### config.mk
export PLATFORM = sky130hd
export DESIGN_NAME = jpeg_input_arbiter
export DESIGN_NICKNAME = d
export VERILOG_FILES = /design/src/rtl/jpeg_input_arbiter.sv
export SDC_FILE = /design/constraint.sdc
export NUM_CORES = 1
export LEC_CHECK = 0
export CAP_MARGIN = 25
export CORE_ASPECT_RATIO = 0.6
export CORE_MARGIN = 3
export CORE_UTILIZATION = 23
export DETAILED_ROUTE_END_ITERATION = 8
export MAX_ROUTING_LAYER = met4
export PLACE_DENSITY = 0.77
export SETUP_SLACK_MARGIN = 0.1
export SLEW_MARGIN = 15
export SYNTH_ARGS = -nofsm -noshare
export SYNTH_HDL_FRONTEND = slang
export SYNTH_SLANG_ARGS = --single-unit
### constraint.sdc
create_clock -name clk_i -period 1.2 [get_ports clk_i]
set_input_delay 0.18 -clock clk_i [delete_from_list [all_inputs] [get_ports clk_i]]
set_output_delay 0.18 -clock clk_i [all_outputs]
set_load 0.05 [all_outputs]
### src/rtl/jpeg_input_arbiter.sv
// Two-source input arbiter for the JPEG decoder: one source owns the decoder for a whole image.
// Define JPEG_ARB_STATS_EN to add the per-source completed-image counters img_cnt0_o/img_cnt1_o.
module jpeg_input_arbiter #(
    parameter int STRB_W = 4,
    parameter int CNT_W  = 16
) (
    input  logic              clk_i,
    input  logic              rst_i,
    input  logic              s0_valid_i,
    input  logic [31:0]       s0_data_i,
    input  logic [STRB_W-1:0] s0_strb_i,
    input  logic              s0_last_i,
    output logic              s0_accept_o,
    input  logic              s1_valid_i,
    input  logic [31:0]       s1_data_i,
    input  logic [STRB_W-1:0] s1_strb_i,
    input  logic              s1_last_i,
    output logic              s1_accept_o,
    output logic              core_valid_o,
    output logic [31:0]       core_data_o,
    output logic [STRB_W-1:0] core_strb_o,
    output logic              core_last_o,
    input  logic              core_accept_i,
    input  logic              core_idle_i,
    output logic              owner_o,
    output logic              owner_valid_o
`ifdef JPEG_ARB_STATS_EN
    ,
    output logic [CNT_W-1:0]  img_cnt0_o,
    output logic [CNT_W-1:0]  img_cnt1_o
`endif
);

    // state  | meaning
    // IDLE   | no owner; waits for decoder idle and a source request
    // STREAM | owner's beats pass straight through to the decoder
    // DRAIN  | last beat sent; waits for decoder idle before re-arbitrating
    typedef enum logic [1:0] {
        ST_IDLE   = 2'd0,
        ST_STREAM = 2'd1,
        ST_DRAIN  = 2'd2
    } state_t;

    state_t state_q, state_d;
    logic   owner_q, owner_d;
    logic   rr_q, rr_d;

    logic              sel_valid;
    logic              sel_last;
    logic [31:0]       sel_data;
    logic [STRB_W-1:0] sel_strb;
    logic              grant_src;

    assign sel_valid = owner_q ? s1_valid_i : s0_valid_i;
    assign sel_last  = owner_q ? s1_last_i  : s0_last_i;
    assign sel_data  = owner_q ? s1_data_i  : s0_data_i;
    assign sel_strb  = owner_q ? s1_strb_i  : s0_strb_i;

    // A tie goes to the round-robin pointer; a lone request wins outright.
    assign grant_src = (s0_valid_i && s1_valid_i) ? rr_q : s1_valid_i;

    always_comb begin
        state_d       = state_q;
        owner_d       = owner_q;
        rr_d          = rr_q;
        core_valid_o  = 1'b0;
        core_data_o   = '0;
        core_strb_o   = '0;
        core_last_o   = 1'b0;
        s0_accept_o   = 1'b0;
        s1_accept_o   = 1'b0;
        owner_valid_o = 1'b0;
        case (state_q)
            ST_IDLE: begin
                if (core_idle_i && (s0_valid_i || s1_valid_i)) begin
                    state_d = ST_STREAM;
                    owner_d = grant_src;
                    rr_d    = ~grant_src;
                end
            end
            ST_STREAM: begin
                owner_valid_o = 1'b1;
                core_valid_o  = sel_valid;
                core_data_o   = sel_data;
                core_strb_o   = sel_strb;
                core_last_o   = sel_last;
                s0_accept_o   = ~owner_q & core_accept_i;
                s1_accept_o   = owner_q & core_accept_i;
                if (sel_valid && core_accept_i && sel_last) begin
                    state_d = ST_DRAIN;
                end
            end
            ST_DRAIN: begin
                owner_valid_o = 1'b1;
                if (core_idle_i) begin
                    state_d = ST_IDLE;
                end
            end
            default: state_d = ST_IDLE;
        endcase
    end

    always_ff @(posedge clk_i or negedge rst_i) begin
        if (!rst_i) begin
            state_q <= ST_IDLE;
            owner_q <= 1'b0;
            rr_q    <= 1'b0;
        end else begin
            state_q <= state_d;
            owner_q <= owner_d;
            rr_q    <= rr_d;
        end
    end

    assign owner_o = owner_q;

`ifdef JPEG_ARB_STATS_EN
    logic             last_xfer;
    logic [CNT_W-1:0] cnt0_q, cnt0_d;
    logic [CNT_W-1:0] cnt1_q, cnt1_d;

    assign last_xfer = (state_q == ST_STREAM) && sel_valid && core_accept_i && sel_last;

    // Counters stick at all-ones rather than wrapping.
    always_comb begin
        cnt0_d = cnt0_q;
        cnt1_d = cnt1_q;
        if (last_xfer && !owner_q && !(&cnt0_q)) begin
            cnt0_d = cnt0_q + CNT_W'(1);
        end
        if (last_xfer && owner_q && !(&cnt1_q)) begin
            cnt1_d = cnt1_q + CNT_W'(1);
        end
    end

    always_ff @(posedge clk_i or negedge rst_i) begin
        if (!rst_i) begin
            cnt0_q <= '0;
            cnt1_q <= '0;
        end else begin
            cnt0_q <= cnt0_d;
            cnt1_q <= cnt1_d;
        end
    end

    assign img_cnt0_o = cnt0_q;
    assign img_cnt1_o = cnt1_q;
`endif

endmodule

## After elaboration in Yosys (flattened, before gate mapping)

Cells that the tools add are included.

| word-level totals | value |
|---|---|
| bits in registers | 4 |
| latch bits | 0 |
| memory bits (writable) | 0 |
| bits in read-only memories | 0 |
| input port bits | 80 |
| logic and storage cells | 37 |
| memories kept | 0 |

| operators by class | value |
|---|---|
| add/sub/neg operators | 0 |
| multipliers | 0 |
| divide/modulo/power cells | 0 |
| order comparisons | 0 |
| eq/ne operators | 5 |
| shifts and indexed selects | 0 |
| muxes and demuxes | 16 |
| bitwise logic cells | 4 |
| reduce and logical (&&, ||, !) cells | 9 |

Operator list:

| kind | count |
|---|---|
| $mux W32 | 2 |
| $mux W1 | 8 |
| $mux W4 | 2 |
| $mux W2 | 3 |
| $ne A2 B2 Y1 const B | 3 |
| $pmux W2 S3 | 1 |
| $logic_and A1 B1 Y1 | 4 |
| $reduce_and A3 Y1 | 1 |
| $and A1 B1 Y1 | 2 |
| $eq A2 B1 Y1 const B | 1 |
| $eq A2 B2 Y1 const B | 1 |
| $logic_not A2 Y1 | 1 |
| $not A1 Y1 | 2 |
| $reduce_and A2 Y1 | 1 |
| $reduce_or A2 Y1 | 1 |
| $logic_or A1 B1 Y1 | 1 |

## Logic depth before layout (Yosys ltp)

| depth | value |
|---|---|
| word-level depth | 5 |
| depth in mapped cells | 6 |
| gate-level depth less buffers | 6 |

## Worst setup path after synthesis

Ideal clock, no wire load.

| timing | value |
|---|---|
| path kind | register to output |
| start point | register owner_q, in the netlist owner_o |
| end point | output core_data_o[0] |
| arrival | 1.774 ns |
| data required time | 1.020 ns |
| slack | -0.754 ns |
| cell stages (with the launch flop) | 5 |
| path through | dfrtp_1 -> buf_6 -> buf_4 -> mux2i_1 -> nor2b_1 |

| on the way | value |
|---|---|
| cells in the longest elaborated chain, start to end | 2 |

Ends and longest elaborated chain:

| item | line | RTL |
|---|---|---|
| from (decl) | 45 | `logic owner_q, owner_d;` |
| from (signal assigned) | 110 | `owner_q <= owner_d;` |
| $mux W32 | 56 | `assign sel_data = owner_q ? s1_data_i : s0_data_i;` |
| $mux W32 | 73 | `case (state_q)` |
| to (decl) | 20 | `output logic [31:0] core_data_o,` |

Every way passes these cells.

## Worst setup path after layout

| timing | value |
|---|---|
| start point | register state_q[1] |
| end point | output core_data_o[3] |

| on the way | value |
|---|---|
| cells in the longest elaborated chain, start to end | 2 |

Ends and longest elaborated chain:

| item | line | RTL |
|---|---|---|
| from (decl) | 44 | `state_t state_q, state_d;` |
| from (signal assigned) | 109 | `state_q <= state_d;` |
| $eq A2 B1 Y1 | 73 |  |
| $mux W32 | 73 |  |

Every way passes these cells.

==> impl_metrics.py <==
metrics = {
    "routing": {
        "num_vias": 1481,
        "firstDrtPassIters": 4,
        "via_per_inst": 4.97,
        "drtAntennaViolNets": 0,
        "routedWlPerCell_um": 23.8,
        "drt_first_iter_violations": 52,
        "drc": 0,
        "routed_wl_mm": 7.10,
    },
    "floorplanning": {
        "coreArea_um2": 3830,
        "dieArea_um2": 4990,
        "initial_utilization_pct": 25.0,
        "ioPinCount": 122,
        "die_w_um": 89.2,
        "fp-row-count": 17,
        "die_y_um": 55.9,
    },
    "sta": {
        "setup_ws_ns": -0.476,
        "period_share_pct": 140,
        "fin_crit_ns": 1.68,
        "max-slew-margin-rel_pct": 80.7,
        "hold_violations": 0,
        "setup_viol": 46,
        "rsz0062_at_grt": "true",
        "tightest_slew_ns": 0.282,
        "drv_slew": 0,
        "clock.fmax_mhz": 597,
        "finClkSkew_ns": 0.00277,
    },
    "setup_path": {
        "critPathRequiredTime_ns": 1.02,
        "endpoint_kind": "output port",
        "critPathArrivalTime_ns": 1.50,
        "cp_max_fo": 9,
        "start_kind": "flop",
        "criticalPathCategory": "reg2out",
        "r2r_cells": 5,
    },
    "layout": {
        "fin_area_um2": 3550,
        "drive_above_1_share_pct": 64.5,
        "regArea_um2": 101,
        "syn_to_final_growth_pct": 271,
        "fill_cells": 106,
        "multi_input_area_um2": 1410,
        "num_antenna_cells": 0,
        "final_net_count": 335,
    },
    "yosys": {
        "ys_types": 23,
        "synthTopCellsByArea": "mux2i_1 (40%), nor2b_1 (25%), dfrtp_1 (10%), ha_1 (3.9%), buf_4 (3.1%)",
        "synth_cells": 113,
        "synth_area_um2": 956,
        "synth.avg_cell_area_um2": 8.46,
        "netlist.area_leader.share_pct": 39.8,
        "ys_ff_latch": 4,
        "yosysWarnings": 0,
        "synth_area_leader_cell": "mux2i_1",
        "synth_nets": 196,
        "yosysSeqAreaShare_pct": 10.5,
    },
    "global_routing": {
        "grtUsageTotal_pct": 24.4,
        "grt_max_degree": 26,
        "grt_pass1_wl_mm": 9.00,
        "grt_overflow": 0,
        "antenna_found_initial": 0,
        "grt_pass1_vias": 1712,
    },
    "clocking": {
        "cts_root_buffer": "clkbuf_8",
        "clock_latency_ns": 0.23,
        "clk_pin_slew_worst_paths_ns": 0.04,
        "hold_buffers": 0,
        "numClockSinks": 4,
        "h-tree-depth": 1,
        "clock_path_buffers": 2,
        "numCtsBuffers": 3,
        "cts_tree": "built",
    },
    "run": {
        "maxCapViolations": 0,
    },
    "power": {
        "p_leak_nw": 1.36,
        "powerDensity_nw_per_um2": 2650,
        "peakVddDrop_mv": 2.05,
    },
    "placed_design": {
        "io_buffer_count": 121,
        "place_hpwl_mm": 4.27,
        "place_area_um2": 3110,
        "dp_slack_ns": -0.276,
        "gp_congestion": 0.777,
    },
    "run_status": {
        "status": "finished with violations",
        "violations": "negative setup slack",
    },
    "hold_path": {
        "hold_path.class": "in2async",
    },
}
-- flip-flops by register name, indices dropped and copies added (netlist names) --
signal   cells
state_q      2
owner_o      1
rr_q         1
-- cell usage in the layout, fill, tap and decap left out, types with 2 or more instances in the layout --
master / synthesis / layout
clkbuf_16: 0 / 2
clkdlybuf4s50_1: 0 / 79
ha_4: 0 / 3
buf_4: 4 / 12
and3_4: 1 / 3
clkbuf_8: 0 / 3
buf_6: 1 / 2
o21ai_2: 0 / 2
nor2_4: 0 / 2
mux2i_2: 0 / 27
buf_12: 0 / 47
mux2i_4: 0 / 10
nor2b_4: 0 / 38
dfrtp_1: 4 / 3
-- worst max-delay path: stages (launching register included) --
cell and delay, ns:
dfrtp_1 0.40, inv_2 0.10, ha_4 0.24, clkbuf_16 0.19, nor2b_4 0.18, buf_12 0.15
-- layer usage --
layer,routed length [µm],vias to the layer above,track usage (%)
li1,-,663,-
met1,2700,726,27.3
met2,3820,68,42.7
met3,292,24,4.29
met4,282,0,9.13
met5,0,-,-
-- final cells by class --
type | instances | share of cell area [%]
Inverter | 3 | 0.458
Clock buffer | 4 | 1.27
Timing Repair Buffer | 143 | 54.1
Multi-Input combinational cell | 97 | 39.6
Tap cell | 47 | 1.66
Sequential cell | 4 | 2.85
-- synthesized netlist by cell type --
cell	instances
buf_6	1
clkbuf_1	4
nand4b_4	1
nor2_1	3
o31ai_2	1
nand3_1	1
a21oi_1	1
dfrtp_1	4
o21ai_0	1
ha_1	3
o21a_1	1
buf_4	4
o21ai_1	1
mux2i_1	38
nor2b_1	38
nand4_1	1
nand2_1	1
inv_1	3
nand2b_1	1
o2bb2ai_1	1
and3_4	1
o22a_1	1
and3_1	2
-- per-stage QoR --
step | power, mW | instances | hold slack, ns | TNS (ns) | utilization, %
floorplan | 4.68 | 113 | -0.116 | -9.72 | -
global placement | 7.63 | 287 | 0.406 | -4.75 | 81.3
detailed placement | 7.77 | 287 | 0.413 | -6.00 | 81.3
CTS | 8.74 | 292 | 0.181 | -15.00 | 88.6
global route | 9.66 | 298 | 0.202 | -20.45 | 92.7
finish | 9.41 | 298 | 0.201 | -18.67 | 92.7
-- report_power, final --
group          internal, mW  total [mW]  leakage, nW  switching, mW
Sequential            0.198       0.273       0.0481         0.0745
Clock                 0.229       0.324       0.0228         0.0952
Combinational          4.66        8.81         1.29           4.15
-- worst paths after layout --
check | startpoint | endpoint | slack, ns
setup / recovery | state_q[1] | core_data_o[3] | -0.48
hold / removal | rst_i | rr_q | 0.20
setup reg to reg | owner_o | state_q[0] | -0.24
hold reg to reg | rr_q | rr_q | 0.54
max in group asynchronous | rst_i | owner_o | 0.76
min in group clk_i | rr_q | rr_q | 0.54
-- kinds of logic (layout without fill, tap and decap cells) --
family | count (synthesis) | in the layout | share of synthesized area [%]
AO/OA/AOI/OAI | 7 | 7 | 5.50
adder cells (fa/ha/maj) | 3 | 3 | 3.93
buffers and inverters | 12 | 150 | 7.07
flip-flops | 4 | 4 | 10.5
multiplexers | 38 | 38 | 39.8
AND/OR/NAND/NOR | 49 | 49 | 33.2
-- timing repair --
item / in CTS / in global routing
cloned: 1 / 2
gates resized for setup: 46 / 12
pin swaps: 1 / 3
endpoints found under the setup margin: 46 / 46
setup buffers: 0 / 6
Note: power is estimated with default switching activity, not from simulation.
==> variant, RTL diff (same settings) <==
The option `JPEG_ARB_STATS_EN` is turned on by a define.
--- a/src/rtl/jpeg_input_arbiter.sv
+++ b/src/rtl/jpeg_input_arbiter.sv
@@ -1,4 +1,6 @@
 // Two-source input arbiter for the JPEG decoder: one source owns the decoder for a whole image.
 // Define JPEG_ARB_STATS_EN to add the per-source completed-image counters img_cnt0_o/img_cnt1_o.
+`define JPEG_ARB_STATS_EN
+
 module jpeg_input_arbiter #(
     parameter int STRB_W = 4,
Check against the original RTL (old outputs only; new: img_cnt0_o and img_cnt1_o): equivalent (Yosys induction, for registers that start in step).
==> variant against the unedited design <==
Synthesized area grew to 2.7 times the old value. Design area grew 110%. Highest routed layer unchanged. Wire length grew 70%. Total power grew 29%. Setup slack lost 0.042 ns. Sequential cell count grew 32. Combinational power grew 6.2%. Sequential power grew to 5.5 times the old value. Worst hold slack gained 0.069 ns. Critical endpoint is now state_q[1]. The flow still finishes with violations (negative setup slack).
==> variant: results (changes against the unedited design) <==
Logic synthesis
  • Post-synthesis compound-gate area fraction: 4.886% (was 5.497%)
  • Yosys cell types: 38 (was 23)
  • Adder-cell share of the synthesized area: 2.903% (was 3.927%)
  • Sequential share of the synthesized area: 34.83% (was 10.47%)
  • Commonest cells in the netlist: 39 x mux2i_1, 38 x nor2b_1, 36 x dfrtp_1, 18 x xnor2_1 (was 38 x mux2i_1, 38 x nor2b_1, 4 x buf_4, 4 x clkbuf_1, 4 x dfrtp_1)
  • Synth Area in XOR/XNOR: 9.482% (was 0%)

GRT
  • Total track usage: 18.55% (was 24.38%)
  • Met3 Use GR: 3.219% (was 4.290%)
  • Largest net degree at the start of global routing: 37 (was 26)

Status
  • Failing checks: negative setup slack (unchanged)
  • Outcome: finished with violations (unchanged)

STA
  • Worst Slack Setup Final: -0.5174 ns (was -0.4758 ns)
  • Setup violations, final: 80 (was 46)
  • Skew final: 0.007840 ns (was 0.002767 ns)

Drt
  • DR WL met2: 6.365 mm (was 3.823 mm)
  • DR vias: 3162 (was 1481)

Worst setup path
  • CP max stage delay: 0.38 ns (was 0.40 ns)
  • Worst r2r dst: state_q[1] (was state_q[0])

Placement
  • Hpwl dp: 8.382 mm (was 4.268 mm)
  • IO Port Bufs: 153 (was 121)

Power and ir drop
  • Leak pwr: 3.027 nW (was 1.358 nW)
  • Maximum vdd drop: 1390 uV (was 2050 uV)
  • Int Pwr: 7.274 mW (was 5.089 mW)

Layout
  • Signal inverters: 8 (was 3)
  • CLK BUF: 7 (was 4)
  • Seq/total area: 12.87% (was 2.854%)
  • Layout Nets: 621 (was 335)
  • Signal buffers share of area: 48.65% (was 54.12%)
  • Layout cell share with drive strength beyond 1: 67.35% (was 64.54%)
  • Clock-cell share of area: 1.880% (was 1.268%)

Clock network
  • CTS Buf Count: 5 (was 3)
  • H-tree depth: 2 (was 1)
  • Sink Count: 36 (was 4)
  • Resized cells post-CTS: 143 (was 46)
==> variant: stage by stage <==
| stage | cells | TNS, ns | total power [mW] | worst slack, ns |
|---|---|---|---|---|
| after floorplan | 264 | -27.53 | 5.718 | -0.5711 |
| after global placement | 627 | -24.27 | 9.045 | -0.6139 |
| after detailed placement | 627 | -26.97 | 9.176 | -0.6634 |
| after CTS | 657 | -31.64 | 11.92 | -0.5288 |
| after global routing | 675 | -38.09 | 12.62 | -0.5608 |
| final | 675 | -33.74 | 12.15 | -0.5174 |
==> variant: worst max path at each step <==
stage / start / to / slack (ns) / depth (start not counted)
3_5_place_dp: s1_valid_i / state_q[1] / -0.66 / 5
4_1_cts: state_q[1] / core_strb_o[3] / -0.53 / 6
2_1_floorplan: owner_o / img_cnt1_o[10] / -0.57 / 6
5_1_grt: owner_o / core_data_o[7] / -0.56 / 5
3_3_place_gp: s1_valid_i / state_q[1] / -0.61 / 5
6_report: state_q[1] / state_q[1] / -0.52 / 6
